File: src/rtl/immediate_extend_stream.sv
`default_nettype none
// ============================================================================
// Module      : immediate_extend_stream
// Description : Decodes RISC-V immediates (I/S/B/U/J/Z) from a raw
//               instruction word and streams {imm, illegal} through a small
//               valid/ready output FIFO. Illegal types are counted in a
//               saturating 16-bit error counter.
// Revision    : 1.0 - initial release
// ============================================================================
module immediate_extend_stream #(
    parameter int XLEN  = 32,
    parameter int DEPTH = 2
) (
    input  logic                     clk_i,
    input  logic                     rst_i,
    input  logic                     in_valid_i,
    output logic                     in_ready_o,
    input  logic [31:0]              in_instr_i,
    input  logic [2:0]               in_type_i,
    output logic                     out_valid_o,
    input  logic                     out_ready_i,
    output logic [XLEN-1:0]          out_imm_o,
    output logic                     out_illegal_o,
    output logic [$clog2(DEPTH):0]   count_o,
    output logic [15:0]              err_count_o
);

    localparam int c_PTR_W = $clog2(DEPTH);
    localparam int c_CNT_W = c_PTR_W + 1;
    localparam logic [c_CNT_W-1:0] c_FULL = c_CNT_W'(DEPTH);

    localparam logic [2:0] c_TYPE_I = 3'd0;
    localparam logic [2:0] c_TYPE_S = 3'd1;
    localparam logic [2:0] c_TYPE_B = 3'd2;
    localparam logic [2:0] c_TYPE_U = 3'd3;
    localparam logic [2:0] c_TYPE_J = 3'd4;
    localparam logic [2:0] c_TYPE_Z = 3'd5;

    // Elaboration-time rejection of unsupported parameter values
    if (!(XLEN == 32 || XLEN == 64)) begin : g_bad_xlen
        $error("immediate_extend_stream: XLEN must be 32 or 64");
    end
    if ((DEPTH < 2) || ((DEPTH & (DEPTH - 1)) != 0)) begin : g_bad_depth
        $error("immediate_extend_stream: DEPTH must be a power of two >= 2");
    end

    logic [31:0]        w_imm32;
    logic [XLEN-1:0]    w_imm;
    logic               w_illegal;
    logic               w_push;
    logic               w_pop;
    logic               w_in_ready;
    logic               w_out_valid;

    logic [c_PTR_W-1:0] r_wr_ptr;
    logic [c_PTR_W-1:0] r_rd_ptr;
    logic [c_CNT_W-1:0] r_count;
    logic [15:0]        r_err_count;
    logic [XLEN-1:0]    r_mem_imm [DEPTH];
    logic               r_mem_ill [DEPTH];

    // Immediate decode ahead of the FIFO write; every legal format is built
    // as a 32-bit sign-correct value (Z has bit 31 clear) and then widened
    always_comb begin
        w_imm32   = '0;
        w_illegal = 1'b0;
        case (in_type_i)
            c_TYPE_I: w_imm32 = {{20{in_instr_i[31]}}, in_instr_i[31:20]};
            c_TYPE_S: w_imm32 = {{20{in_instr_i[31]}}, in_instr_i[31:25], in_instr_i[11:7]};
            c_TYPE_B: w_imm32 = {{19{in_instr_i[31]}}, in_instr_i[31], in_instr_i[7],
                                 in_instr_i[30:25], in_instr_i[11:8], 1'b0};
            c_TYPE_U: w_imm32 = {in_instr_i[31:12], 12'b0};
            c_TYPE_J: w_imm32 = {{11{in_instr_i[31]}}, in_instr_i[31], in_instr_i[19:12],
                                 in_instr_i[20], in_instr_i[30:21], 1'b0};
            c_TYPE_Z: w_imm32 = {27'b0, in_instr_i[19:15]};
            default:  w_illegal = 1'b1;
        endcase
        w_imm = XLEN'($signed(w_imm32));
    end

    // Handshake qualifiers derived from registered occupancy only
    always_comb begin
        w_in_ready  = (r_count < c_FULL);
        w_out_valid = (r_count != '0);
        w_push      = in_valid_i && w_in_ready;
        w_pop       = w_out_valid && out_ready_i;
    end

    // Pointer, occupancy and saturating error-counter state
    always_ff @(posedge clk_i or posedge rst_i) begin
        if (rst_i) begin
            r_wr_ptr    <= '0;
            r_rd_ptr    <= '0;
            r_count     <= '0;
            r_err_count <= '0;
        end else begin
            if (w_push) begin
                r_wr_ptr <= r_wr_ptr + 1'b1;
            end
            if (w_pop) begin
                r_rd_ptr <= r_rd_ptr + 1'b1;
            end
            case ({w_push, w_pop})
                2'b10:   r_count <= r_count + 1'b1;
                2'b01:   r_count <= r_count - 1'b1;
                default: r_count <= r_count;
            endcase
            if (w_push && w_illegal && (r_err_count != 16'hFFFF)) begin
                r_err_count <= r_err_count + 16'd1;
            end
        end
    end

    // FIFO storage; contents are masked by occupancy so no reset is needed
    always_ff @(posedge clk_i) begin
        if (w_push) begin
            r_mem_imm[r_wr_ptr] <= w_imm;
            r_mem_ill[r_wr_ptr] <= w_illegal;
        end
    end

    // Output drive; head data forced to zero whenever the FIFO is empty
    always_comb begin
        in_ready_o    = w_in_ready;
        out_valid_o   = w_out_valid;
        out_imm_o     = w_out_valid ? r_mem_imm[r_rd_ptr] : '0;
        out_illegal_o = w_out_valid ? r_mem_ill[r_rd_ptr] : 1'b0;
        count_o       = r_count;
        err_count_o   = r_err_count;
    end

endmodule
`default_nettype wire

File: config.mk
export PLATFORM = sky130hd
export DESIGN_NAME = immediate_extend_stream
export DESIGN_NICKNAME = d
export VERILOG_FILES = /design/src/rtl/immediate_extend_stream.sv
export SDC_FILE = /design/constraint.sdc
export NUM_CORES = 1
export LEC_CHECK = 0
export ABC_AREA = 0
export BUFFER_PORTS_ARGS = -buffer_cell sky130_fd_sc_hd__buf_2
export CAP_MARGIN = 20
export CORE_AREA = 2 2 71 124
export DETAILED_ROUTE_END_ITERATION = 6
export DIE_AREA = 0 0 73 126
export PLACE_DENSITY = 0.73
export SLEW_MARGIN = 20
export SYNTH_ARGS = -nofsm -noshare
export SYNTH_HDL_FRONTEND = slang
export SYNTH_SLANG_ARGS = --single-unit
File: constraint.sdc
create_clock -name clk_i -period 6.85 [get_ports clk_i]
set_clock_uncertainty 0.2 [all_clocks]
set_input_delay 0.685 -clock clk_i [delete_from_list [all_inputs] [get_ports clk_i]]
set_output_delay 0.685 -clock clk_i [all_outputs]
set_load 0.03 [all_outputs]
==> flow_summary.json <==
{
  "clkSinkCount": 86,
  "rows": 44,
  "timing.rr.end": "count_o[1]",
  "cts_buffers": 9,
  "die_w_microns": 73,
  "hp-class": "in2async",
  "synthToLayoutAreaGrowth_pct": 19.7,
  "synth-edff-count": 66,
  "rsz0062_at_grt": "false",
  "dr.pass1.iters": 4,
  "slew_viol_final": 0,
  "routed_wirelength_microns": 8640,
  "drc": 0,
  "final_nets": 441,
  "crit_type": "reg2out",
  "dieArea_sq_um": 9200,
  "required_ns": 5.96,
  "hpwl_microns": 5990,
  "ys_top_cells_by_area": "edfxtp_1 49%, dfrtp_1 12%, mux2i_1 8.2%, nor2_1 3.7%, xor2_1 3.1%",
  "vias_per_cell": 5.60,
  "critPathMaxFanout": 20,
  "io_buffers": 84,
  "io_pins": 92,
  "worst_ir_drop_vdd_uv": 229,
  "end_kind": "output pin",
  "worst_r2r_startpoint": "count_o[0]",
  "syn_nets": 362,
  "start_kind": "register",
  "tns_ns": 0,
  "synth_top_area_cell": "edfxtp_1",
  "cts_setup_buffers": 0,
  "detail-route-antenna-nets": 0,
  "cts_tree": "yes",
  "wl_met2_microns": 4760,
  "fin_crit_ns": 2.88,
  "arrival_ns": 2.00,
  "htreeDepth": 3,
  "synthFlopType": "edfxtp_1",
  "yosysWarnings": 0,
  "ctsResizeCount": 0,
  "cts_max_path_buffers": 2,
  "synth.distinct_cells": 41,
  "post_drt_wl_per_cell_microns": 17.4,
  "power_density_nw_per_um2": 418,
  "ys_seq_area_share_pct": 61.9,
  "wl_met3_microns": 265,
  "clk_latency_ns": 0.33,
  "r2r_cells": 7,
  "antenna_found_initial": 0,
  "cts_hold_buf": 0,
  "avgSynthCellArea_sq_um": 12.5,
  "crit_path_max_incr_delay_ns": 0.55,
  "leakage_nw": 2.18,
  "synth_top_area_share_pct": 49.4,
  "grt_pass1_vias": 2770,
  "vias": 2778,
  "start_util_pct": 48.9,
  "status": "complete, no violations",
  "core_area_sq_um": 8200,
  "highest_layer": "met4",
  "grt_max_degree": 35,
  "num_antenna_cells": 0,
  "crit_path_cell_trace": "nor2_2 > buf_4 > nor2_1 > buf_2",
  "fmaxAchievable_mhz": 347,
  "grt_pass1_wl_microns": 13600,
  "layout-drive-gt1-share_pct": 27.5,
  "overflow": 0,
  "gp_congestion": 0.891,
  "max_cap_violations": 0,
  "path_clk_slew_ns": 0.06,
  "cts_root_buffer": "clkbuf_16",
  "syn_area_sq_um": 4010,
  "worst_slew_pin_slew_ns": 1.03,
  "slew_headroom_pct": 31.3,
  "setup_viol": 0,
  "async_reset_ff_share_pct": 23.3,
  "yosysMostFrequentCell": "edfxtp_1",
  "ys_seq_elements": 86,
  "critPathSlowestCell": "nor2_2",
  "whs_ns": 0.280,
  "track_usage_pct": 19.6,
  "finalHoldViolations": 0,
  "die_y_microns": 126,
  "syn_inst": 321,
  "rrSetupSlack_ns": 4.32,
  "synthTopCellsByCount": "66 x edfxtp_1, 40 x nor2_1, 33 x mux2i_1",
  "post-route-period-util_pct": 42.1,
  "drtIter0Drc": 119,
  "wl_met1_microns": 3380
}
[stage by stage]
step           std cells  instance area (sq um)  util [%]  total power, W  worst slack (ns)
2_1_floorplan        321                   4010         -         0.00130              3.82
3_3_place_gp         481                   4500      54.9         0.00151              4.16
3_5_place_dp         481                   4500      54.9         0.00153              4.13
4_1_cts              496                   4800      58.5         0.00203              3.94
5_1_grt              496                   4800      58.5         0.00210              3.86
6_report             496                   4800      58.5         0.00201              3.97
[report_power, final]
part / switching, W / internal, W
Combinational: 0.000503 / 0.000239
Sequential: 0.0000943 / 0.000675
Clock: 0.000183 / 0.000313
Total: 0.000781 / 0.00123
[cells by family (layout without fill, tap and decap cells)]
group | after synthesis | after routing | synth area share (%)
adder cells (fa/ha/maj) | 3 | 3 | 0.873
XOR/XNOR | 20 | 20 | 4.37
AND/OR/NAND/NOR | 98 | 98 | 13.1
buffers and inverters | 27 | 110 | 2.65
AO/OA/AOI/OAI | 53 | 53 | 8.48
flip-flops | 86 | 86 | 61.9
multiplexers | 34 | 34 | 8.61
[how the worst max path moves through the flow]
stage | startpoint | endpoint | depth (start not counted)
after CTS | count_o[0] | out_imm_o[26] | 4
after global placement | in_type_i[2] | r_mem_imm[0][25] | 4
after detailed placement | in_type_i[2] | r_mem_imm[0][25] | 4
after global routing | r_rd_ptr | out_imm_o[4] | 3
after floorplan | count_o[1] | r_mem_ill[0] | 3
final | count_o[0] | out_imm_o[1] | 4
[flip-flops by register name, indices dropped and copies added, names as in the netlist]
signal and flops:
r_mem_imm 64, count_o 2, err_count_o 16, r_wr_ptr 1, r_mem_ill 2, r_rd_ptr 1
[worst max-delay path, delay by kind of cell, from the launching register on]
family | cells | cell delay (ns)
buffers and inverters | 2 | 0.56
flip-flops | 1 | 0.43
AND/OR/NAND/NOR | 2 | 0.66
[layout make-up]
class                           count  area (sq um)
Multi-Input combinational cell    208          1430
Sequential cell                    86          2480
Inverter                            8          30.0
Timing Repair Buffer               87           443
Fill cell                         685          3400
Clock inverter                      6          77.6
Tap cell                           92           115
Clock buffer                        9           225
[layer usage]
metal | vias up | global-route usage [%]
met1 | 1353 | 22.4
met5 | - | 0
met3 | 16 | 3.04
met4 | 0 | 10.0
met2 | 75 | 34.1
li1 | 1334 | -
[layout by cell type, fill, tap and decap left out, drive strengths merged, types with 8 or more instances in the layout]
master,n
buf,87
edfxtp,66
nor2,41
mux2i,33
dfrtp,20
a21oi,16
xor2,14
nor2b,12
a21o,12
nand2,11
o22ai,9
clkbuf,9
inv,8
Note: power is estimated with default switching activity, not from simulation.
